<file path="config.mk">
export PLATFORM = sky130hd
export DESIGN_NAME = axi_slave_read_data
export DESIGN_NICKNAME = d
export VERILOG_FILES = /design/src/rtl/axi_slave_read_data.sv
export SDC_FILE = /design/constraint.sdc
export NUM_CORES = 1
export LEC_CHECK = 0
export BUFFER_PORTS_ARGS = -buffer_cell sky130_fd_sc_hd__buf_2
export CORE_AREA = 2 2 269 271
export DETAILED_ROUTE_END_ITERATION = 8
export DIE_AREA = 0 0 271 273
export GPL_TIMING_DRIVEN = 0
export HOLD_SLACK_MARGIN = 0.12
export PLACE_DENSITY = 0.39
export SYNTH_ARGS = -nofsm -noshare
export SYNTH_HDL_FRONTEND = slang
export SYNTH_SLANG_ARGS = --single-unit
</file>
<file path="constraint.sdc">
create_clock -name aclk -period 5.5 [get_ports aclk]
set_input_delay 0.825 -clock aclk [delete_from_list [all_inputs] [get_ports aclk]]
set_output_delay 0.825 -clock aclk [all_outputs]
set_load 0.005 [all_outputs]
</file>
<file path="src/rtl/axi_slave_read_data.sv">
// Request FIFO plus beat generator for the AXI3 read data channel.
// Latency: accept -> first rvalid 3 cycles; 3 cycles per beat with rready high.
// Backpressure: rready low freezes the R outputs; req_ready drops when 4 requests wait.

module axi_slave_read_data_fifo #(
    parameter int W  = 8,
    parameter int AW = 2
) (
    input  logic         clk,
    input  logic         rst,
    input  logic         push,
    input  logic [W-1:0] push_dat,
    input  logic         pop,
    output logic [W-1:0] pop_dat,
    output logic         empty,
    output logic         full
);
    localparam int DEPTH = 1 << AW;

    logic [W-1:0]  mem [DEPTH];
    logic [AW-1:0] wr_ptr;
    logic [AW-1:0] rd_ptr;
    logic [AW:0]   count;

    assign pop_dat = mem[rd_ptr];
    assign empty   = (count == '0);
    // count never exceeds DEPTH, so its MSB alone marks full
    assign full    = count[AW];

    always_ff @(posedge clk) begin
        if (push) begin
            mem[wr_ptr] <= push_dat;
        end
    end

    always_ff @(posedge clk) begin
        if (rst) begin
            wr_ptr <= '0;
            rd_ptr <= '0;
            count  <= '0;
        end else begin
            if (push) wr_ptr <= wr_ptr + 1'b1;
            if (pop)  rd_ptr <= rd_ptr + 1'b1;
            case ({push, pop})
                2'b10:   count <= count + 1'b1;
                2'b01:   count <= count - 1'b1;
                default: ;
            endcase
        end
    end
endmodule

module axi_slave_read_data #(
    parameter int TXID       = 4,
    parameter int ADDR       = 32,
    parameter int DATA       = 32,
    parameter int BUFF_RANGE = 2
) (
    input  logic            aclk,
    input  logic            areset,
    input  logic            req_valid,
    output logic            req_ready,
    input  logic [TXID-1:0] req_id,
    input  logic [ADDR-1:0] req_addr,
    input  logic [3:0]      req_len,
    input  logic [2:0]      req_size,
    input  logic [1:0]      req_burst,
    input  logic            req_err,
    output logic            mem_ren,
    output logic [ADDR-1:0] mem_addr,
    input  logic [DATA-1:0] mem_rdata,
    output logic [TXID-1:0] rid,
    output logic [DATA-1:0] rdata,
    output logic [1:0]      rresp,
    output logic            rlast,
    output logic            rvalid,
    input  logic            rready
);
    localparam int STRB = DATA / 8;
    localparam int LSB  = $clog2(STRB);

    localparam logic [1:0] IDLE = 2'd0;
    localparam logic [1:0] RD   = 2'd1;
    localparam logic [1:0] CAP  = 2'd2;
    localparam logic [1:0] RESP = 2'd3;

    typedef struct packed {
        logic [TXID-1:0] id;
        logic [ADDR-1:0] addr;
        logic [3:0]      len;
        logic [2:0]      size;
        logic [1:0]      burst;
        logic            err;
    } req_t;

    req_t            in_req;
    req_t            head;
    logic            fifo_empty;
    logic            fifo_full;
    logic            push;
    logic            pop;

    logic [1:0]      state;
    logic [TXID-1:0] b_id;
    logic [ADDR-1:0] cur_addr;
    logic [3:0]      b_len;
    logic [2:0]      b_size;
    logic [1:0]      b_burst;
    logic            b_err;
    logic [3:0]      beat;
    logic [ADDR-1:0] wrap_lower;
    logic [ADDR-1:0] wrap_bound;

    logic [ADDR-1:0] head_total;
    logic [ADDR-1:0] head_lower;
    logic [ADDR-1:0] step;
    logic [ADDR-1:0] incr_nxt;
    logic [ADDR-1:0] next_addr;

    // Reserved burst type and oversize beats are folded into the error flag at entry
    always_comb begin
        in_req       = '0;
        in_req.id    = req_id;
        in_req.addr  = req_addr;
        in_req.len   = req_len;
        in_req.size  = req_size;
        in_req.burst = req_burst;
        in_req.err   = req_err || (req_burst == 2'b11) || (int'(req_size) > LSB);
    end

    assign req_ready = !fifo_full && !areset;
    assign push      = req_valid && req_ready;
    assign pop       = (state == IDLE) && !fifo_empty;

    axi_slave_read_data_fifo #(
        .W  ($bits(req_t)),
        .AW (BUFF_RANGE)
    ) u_fifo (
        .clk      (aclk),
        .rst      (areset),
        .push     (push),
        .push_dat (in_req),
        .pop      (pop),
        .pop_dat  (head),
        .empty    (fifo_empty),
        .full     (fifo_full)
    );

    assign head_total = (ADDR'(head.len) + ADDR'(1)) << head.size;
    assign head_lower = head.addr & ~(head_total - ADDR'(1));

    assign step     = ADDR'(1) << b_size;
    assign incr_nxt = cur_addr + step;

    always_comb begin
        next_addr = cur_addr;
        case (b_burst)
            2'b01:   next_addr = (cur_addr & ~(step - ADDR'(1))) + step;
            2'b10:   next_addr = (incr_nxt == wrap_bound) ? wrap_lower : incr_nxt;
            default: next_addr = cur_addr;
        endcase
    end

    assign mem_ren  = (state == RD) && !b_err;
    assign mem_addr = {cur_addr[ADDR-1:LSB], {LSB{1'b0}}};

    always_ff @(posedge aclk) begin
        if (areset) begin
            state      <= IDLE;
            b_id       <= '0;
            cur_addr   <= '0;
            b_len      <= '0;
            b_size     <= '0;
            b_burst    <= '0;
            b_err      <= 1'b0;
            beat       <= '0;
            wrap_lower <= '0;
            wrap_bound <= '0;
            rid        <= '0;
            rdata      <= '0;
            rresp      <= 2'b00;
            rlast      <= 1'b0;
            rvalid     <= 1'b0;
        end else begin
            case (state)
                IDLE: begin
                    if (!fifo_empty) begin
                        b_id       <= head.id;
                        cur_addr   <= head.addr;
                        b_len      <= head.len;
                        b_size     <= head.size;
                        b_burst    <= head.burst;
                        b_err      <= head.err;
                        beat       <= '0;
                        wrap_lower <= head_lower;
                        wrap_bound <= head_lower + head_total;
                        state      <= RD;
                    end
                end
                RD: begin
                    state <= CAP;
                end
                CAP: begin
                    rdata  <= b_err ? '0 : mem_rdata;
                    rresp  <= b_err ? 2'b10 : 2'b00;
                    rid    <= b_id;
                    rlast  <= (beat == b_len);
                    rvalid <= 1'b1;
                    state  <= RESP;
                end
                default: begin
                    if (rready) begin
                        rvalid <= 1'b0;
                        rlast  <= 1'b0;
                        if (beat == b_len) begin
                            state <= IDLE;
                        end else begin
                            cur_addr <= next_addr;
                            beat     <= beat + 1'b1;
                            state    <= RD;
                        end
                    end
                end
            endcase
        end
    end
endmodule
</file>
==> impl_results.md, run 1 <==
- Crit path max fanout: 10
- Die width: approximately 270 um
- Final hold violation count: 0
- Drt wl/cell: 22.3 um
- DRC viols: 0
- Synth unique cells: between 90 and 100
- Max Slew Vio Count: 0
- GRT overflow: 0
- Placement Rows: 98
- Int Pwr: 6660 uW
- Cell Area, Synth: 0.0184 sq mm
- Sequential fraction of design power: between 30% and 40%
- Initial Utilization: 25.8%
- Clock buffer depth: 3
- Area occupied by multi-input gates: 0.00891 sq mm
- Die area: 0.0740 sq mm
- Logic pwr share: 45.9%
- Initial antenna violation count: 7
- First-pass GRT wire length: 97.6 mm
- HP Class: reg -> reg
- Slew HR: 22.5%
- PD cells: 524 mW/mm^2
- Post-synth EDFFs: 184
- Skew final: 35.6 ps
- Min-delay src: b_id[0]
- Post-route ant nets: 0
- Sequential Area: 0.00881 sq mm
- Ys async rst share: 0%
- Cell taking the most area after synthesis: edfxtp_1
- Detail-routed via count per cell: between 4 and 5
- Ys flop type: edfxtp_1
- Vias in the first global route: 14373
- Status: complete, no violations
- Type of origin of the critical path: register
- CTS clk-pin slew, worst paths: ~70 ps
- Layout Nets: between 2000 and 2500
- Setup crit end kind: register
- Syn Inst Count: 1819
- Hold-critical path endpoint: b_id[0]
- Routed WL: 67.4 mm
- Sinks on Clock Net: approximately 350
- R2r worst-path depth: 18
- WHS: 459 ps
- Slew @ Worst Pin: approximately 1100 ps
- Global Route Usage Sum: 17.7%
- I/O pin count: 156
- IO buf count: 152
- Final Cycle Share: between 90% and 100%
- Top cells by area, synth: edfxtp_1, dfxtp_1, mux4_2, a21oi_1, nor2_1
- Layout cell share with drive strength beyond 1: 19.5%
- Post-synth top area share: 30.1%
- Placer Congestion: just over 0.9
- Clock Latency Late Sink: approximately 580 ps
- Worst vdd ir: ~0.00022 V
- Largest net degree at the start of global routing: 47
- Vias post-DR: 14836
- Post-CTS Hold Buffers: 0
- CTS buffer count: 42
- Area after DPL: between 0.02 and 0.025 sq mm
- CTS tree: built
- Cell area after layout: 0.0220 sq mm
- Crit Reg-Reg Endpoint: cur_addr[15]
- Placement Setup Slack: -1300 ps
- Fillers: 7454
- Die H: 273 um
- Mapped Avg Cell Area: 10.1 sq um
- Max-Cap Viols: 0
- GRT met2 Usage: 28.6%
- Leak: 0.00801 uW
- Crit Reg-Reg Startpoint: b_size[0]
- Clk pwr share: around 22%
- Net Sw Power: between 4000 and 5000 uW
- Starting DRT DRC Count: around 1100
- Root buf cell: clkbuf_16
- #FFs+latches synth: 348
- DR pass1 iterations: 5
- CP arrival: 5690 ps
- Synth warn: 0
- Sw Share: 42.3%
- Gr busiest metal: met2
- Data required, critical path: 5950 ps
- Core area: roughly 0.071 sq mm
- Htree depth: 2
- Hpwl dp: 51.5 mm
- Met1 Usage GRT: 24.7%
- Met3 capacity usage during global routing: 2.72%
- R2R setup slack: 250 ps
- Area Overhead vs Synth: 20.0%
- Kind of critical path: reg -> reg
- Final worst setup slack: roughly 250 ps
- Setup-failing EPs final: 0
- Fin crit period: 5250 ps
- Sequential share of the synthesized area: between 40% and 50%
- Hold Path Depth: 2
- Max Clk Rate: roughly 190 MHz
[synthesized netlist by cell type, types with 39 or more instances]
cell and count:
o21ai_0 61, edfxtp_1 184, nor3_1 59, inv_1 39
dfxtp_1 164, xor2_1 46, nand3_1 46, clkbuf_1 80
xnor2_1 69, nor2b_1 44, mux4_2 46, a21oi_1 158
nor2_1 181, nand2_1 172
[registers in the layout, indices dropped and copies added (netlist names), 32 cells and up, named ones only]
register	cells
cur_addr	32
wrap_bound	32
rdata	32
u_fifo.mem	184
wrap_lower	32
[critical path, cell delays in order (launching register included)]
cell and delay (ps):
dfxtp_2 420, clkbuf_4 250, nor3_2 80, ha_2 210, fa_1 410, a21o_1 270
a211o_1 450, nand4_1 150, xnor2_1 160, o211ai_1 150, a2111oi_1 350, or4b_1 470
or4_1 500, buf_2 190, buf_2 270, mux2i_1 160, nand2_1 80, o211ai_1 110
a221oi_2 440
[power by group through the flow]
stage	Combinational, uW	Clock (uW)	Sequential, uW
floorplan	3390	0	3480
CTS	5220	2660	3640
finish	5290	2580	3660
global route	5770	2780	3700
detailed placement	5060	0	3690
global placement	5040	0	3680
[metrics by stage]
stage | instances | setup TNS, ps | utilization (%) | power [uW]
2_1_floorplan | 1821 | 0 | - | 6870
3_3_place_gp | 2923 | -44600 | 28.6 | 8720
3_5_place_dp | 2925 | -39080 | 28.7 | 8750
4_1_cts | 3011 | 0 | 30.8 | 11500
5_1_grt | 3015 | -109 | 31.0 | 12200
6_report | 3015 | 0 | 31.0 | 11500
[metal layers]
| metal | routed length (um) | up-vias | share of wire, % |
|---|---|---|---|
| li1 | - | 7040 | - |
| met5 | 48 | - | 0.071 |
| met3 | 3280 | 87 | 4.9 |
| met2 | 31100 | 393 | 46 |
| met4 | 1580 | 8 | 2.3 |
| met1 | 31400 | 7308 | 47 |
[cell usage in the layout (no fill, tap or decap), types with 7 or more instances in the layout]
master     netlist  final
a31oi_1         17     16
edfxtp_1       184    184
nor2_1         181    179
nor3_1          59     54
o21ai_0         61     59
nand2b_1        15     15
nor4_1           8      8
mux2i_1         30     29
mux4_2          46     46
o21a_1           9      9
clkinv_2         0      7
xnor2_1         69     69
nand2_1        172    170
dfxtp_1        164    161
nand3_1         46     46
clkbuf_2         0      7
ha_1            33     28
nand4_1         16     16
clkbuf_1        80     82
xor2_1          46     45
o211ai_1        15     15
buf_4           33     50
o22ai_1         11     10
or2_2            7      7
a22o_1          14     14
a211oi_1        24     23
and2_1          21     21
nor2b_1         44     44
buf_2           14    164
and4_1           8      8
o2111ai_1        8      8
and3_1          25     20
a21oi_1        158    156
inv_1           39     38
buf_1           18     13
or3_1           18     18
clkbuf_16        0     42
[worst max-delay path by stage]
stage / from / endpoint / slack, ps / cells after the start
global placement: register / wrap_bound[31] / -1340 / 15
CTS: register / wrap_bound[17] / 2 / 25
finish: b_size[0] / cur_addr[15] / 250 / 18
floorplan: register / wrap_bound[15] / 40 / 22
detailed placement: register / wrap_bound[15] / -1300 / 15
global route: register / wrap_bound[30] / -30 / 19
[kinds of logic after synthesis]
kind of cell	after synthesis	synth area share [%]
other cells	1	0.0204
flops	348	48.0
compound gates	400	14.0
buf+inv	187	4.68
xor+xnor	120	6.11
simple gates	647	17.1
fa+ha+maj	35	2.47
mux	81	7.59
[what timing repair did]
action,in CTS,in global routing
endpoints found under the setup margin,56,50
resized for setup,34,38
pin swaps,8,5
buffers inserted,14,2
[area by class of cell]
type / count / area share (%)
Antenna cell: 2 / 0.0227
Multi-Input combinational cell: 1286 / 40.5
Buffer: 144 / 3.41
Sequential cell: 348 / 40.0
Inverter: 40 / 0.693
Clock buffer: 58 / 5.18
Timing Repair Buffer: 170 / 4.24
Tap cell: 950 / 5.40
Clock inverter: 17 / 0.529
Note: power is estimated with default switching activity, not from simulation.
==> inputs of run 2 (changes only) <==
Settings changed: PLACE_DENSITY 0.39 to 0.38.
Clock period 5.5 ns to 5.7 ns, I/O delays scaled along.
==> run 2 against run 1 <==
Against the previous run:
- sequential cell count stayed put
- count of clock-buffer cells in the layout is 1 higher
- routed wire length is 2.6% higher
- power is 0.84% higher
- first-iteration DRC count is 12% higher
- global-route usage is 0.43 points higher
- sequential power is 4% lower
- clock power is 15% higher
- clock skew is 0.83 ps higher
- core utilization is 0.33 points higher
- fmax is 4.1% lower
- critical endpoint is now cur_addr[25]
==> impl_results.md, run 2 (synthesized netlist as in run 1, its figures left out) <==
- Placement Rows: 98 (unchanged)
- Drt wl/cell: 22.9 um (was 22.3 um)
- Layout cell share with drive strength beyond 1: 19.5% (about the same)
- Root buf cell: clkbuf_16 (unchanged)
- Routed WL: 69.1 mm (was 67.4 mm)
- Starting DRT DRC Count: 1206 (was 1073)
- Status: complete, no violations (unchanged)
- Max Slew Vio Count: 0 (unchanged)
- Placer Congestion: 0.929 (was 0.931)
- Biggest register: u_fifo.mem (unchanged)
- Max reg flops: 184 (unchanged)
- Crit path max fanout: 10 (unchanged)
- CP arrival: 5930 ps (was 5690 ps)
- Setup crit end kind: register (unchanged)
- Vias in the first global route: 14638 (was 14373)
- Kind of critical path: reg -> reg (unchanged)
- Fin crit period: 5470 ps (was 5250 ps)
- Core area: 0.0710 sq mm (unchanged)
- CTS buffer count: 43 (was 42)
- HP Class: reg -> reg (unchanged)
- IO buf count: 152 (unchanged)
- Worst vdd ir: 0.000248 V (was 0.000224 V)
- First-pass GRT wire length: 99.4 mm (was 97.6 mm)
- DR pass1 iterations: 5 (unchanged)
- Largest net degree at the start of global routing: 47 (unchanged)
- Setup-failing EPs final: 0 (unchanged)
- Die area: 0.0740 sq mm (unchanged)
- Post-route ant nets: 0 (unchanged)
- CTS clk-pin slew, worst paths: 70 ps (about the same)
- Htree depth: 2 (unchanged)
- Clock buffer depth: 3 (unchanged)
- Slew @ Worst Pin: 1200 ps (was 1150 ps)
- Fillers: 7401 (was 7454)
- Type of origin of the critical path: register (unchanged)
- Global Route Usage Sum: 18.2% (was 17.7%)
- Most common cell after layout, fill and taps aside: edfxtp_1 (unchanged)
- Layout Nets: 2153 (was 2149)
- Fin Setup TNS: 0 ps (unchanged)
- Hpwl dp: 52.3 mm (was 51.5 mm)
- Skew final: 36.5 ps (was 35.6 ps)
- DRC viols: 0 (unchanged)
- Initial antenna violation count: 5 (was 7)
- Vias post-DR: 14812 (was 14836)
- Area Overhead vs Synth: 21.2% (was 20.0%)
- WHS: 460 ps (was 459 ps)
- Detail-routed via count per cell: 4.90 (was 4.92)
- Data required, critical path: 6160 ps (was 5950 ps)
- PD cells: 522 mW/mm^2 (was 524 mW/mm^2)
- Leak: 0.00814 uW (was 0.00801 uW)
- Sinks on Clock Net: 348 (unchanged)
- Die width: 271 um (unchanged)
- I/O pin count: 156 (unchanged)
- Slew HR: 19.1% (was 22.5%)
- Initial Utilization: 25.8% (unchanged)
- Clock Latency Late Sink: 600 ps (was 580 ps)
- CTS tree: built (unchanged)
- Final worst setup slack: 228 ps (was 252 ps)
- Commonest non-fill, non-tap cells in the layout: edfxtp_1, nor2_1, nand2_1 (unchanged)
- Post-CTS Hold Buffers: 0 (unchanged)
- Final hold violation count: 0 (unchanged)
- Max Clk Rate: 183 MHz (was 191 MHz)
- GRT overflow: 0 (unchanged)
- Die H: 273 um (unchanged)
- Placement Setup Slack: -1270 ps (was -1300 ps)
- ANT cells: 0 (was 2)
- Max-Cap Viols: 0 (unchanged)
- Final Cycle Share: 96.0% (was 95.4%)
-- run 2: cell count changes in the layout (fill, tap and decap cells not counted), sizes merged --
cell	change
bufinv	+8
diode	-2
clkbuf	-3
buf	+7
inv	+1
clkinvlp	-1
clkinv	-4
-- run 2: worst max-delay path, stage by stage (launching register included) --
cell and delay (ps):
dfxtp_1 470, clkbuf_2 300, nor3_2 90, ha_2 220, fa_1 410, a21o_1 260, a211oi_4 350, buf_4 220
or3_1 110, a32oi_1 110, a31o_1 230, a2111oi_0 280, or4b_1 480, or4_1 510, buf_2 190, buf_6 170
buf_2 230, a22oi_1 190, o2111ai_1 130, a211oi_1 390
-- run 2: cell type report --
class	instances	area, sq um	area share [%]
Buffer	142	723	3.25
Tap cell	950	1190	5.34
Clock buffer	59	1170	5.24
Timing Repair Buffer	175	983	4.42
Inverter	40	153	0.686
Multi-Input combinational cell	1286	8860	39.8
Clock inverter	21	360	1.62
Sequential cell	348	8810	39.6
-- run 2: stage by stage --
stage                     util (%)  power (uW)  std cells  area [sq um]
after floorplan                  -        6630       1821         18400
final                         31.3       11600       3021         22200
after global placement        28.6        8460       2923         20300
after detailed placement      28.7        8470       2925         20400
after global routing          31.3       12300       3021         22200
after CTS                     31.0       11500       3007         22000
-- run 2: final timing paths --
kind                  startpoint        endpoint  slack (ps)  depth (start not counted)
setup reg to reg       b_size[0]    cur_addr[25]         230                         19
hold / removal    wrap_lower[15]  wrap_lower[15]         460                          2
hold reg to reg   wrap_lower[15]  wrap_lower[15]         460                          2
setup / recovery       b_size[0]    cur_addr[25]         230                         19
-- run 2: power by group --
group	switching, uW	internal [uW]	total (uW)	leakage, uW
sequential	434	3090	3520	0.00301
clock	1150	1810	2970	0.000742
combinational	3200	1930	5130	0.00439
total	4790	6830	11600	0.00814
-- run 2: routing by layer --
layer	vias to the layer above	global-route usage (%)	wire length [um]
met5	-	0	47
met4	8	4.83	1710
met3	95	3.14	3270
met2	407	29.5	31700
met1	7256	24.8	32400
li1	7046	-	-
-- run 2: repair_timing --
item	CTS	global route
hold endpoints to repair	0	0
resized for setup	20	35
pin swaps	3	13
buffers inserted	5	16
setup endpoints to repair	56	46
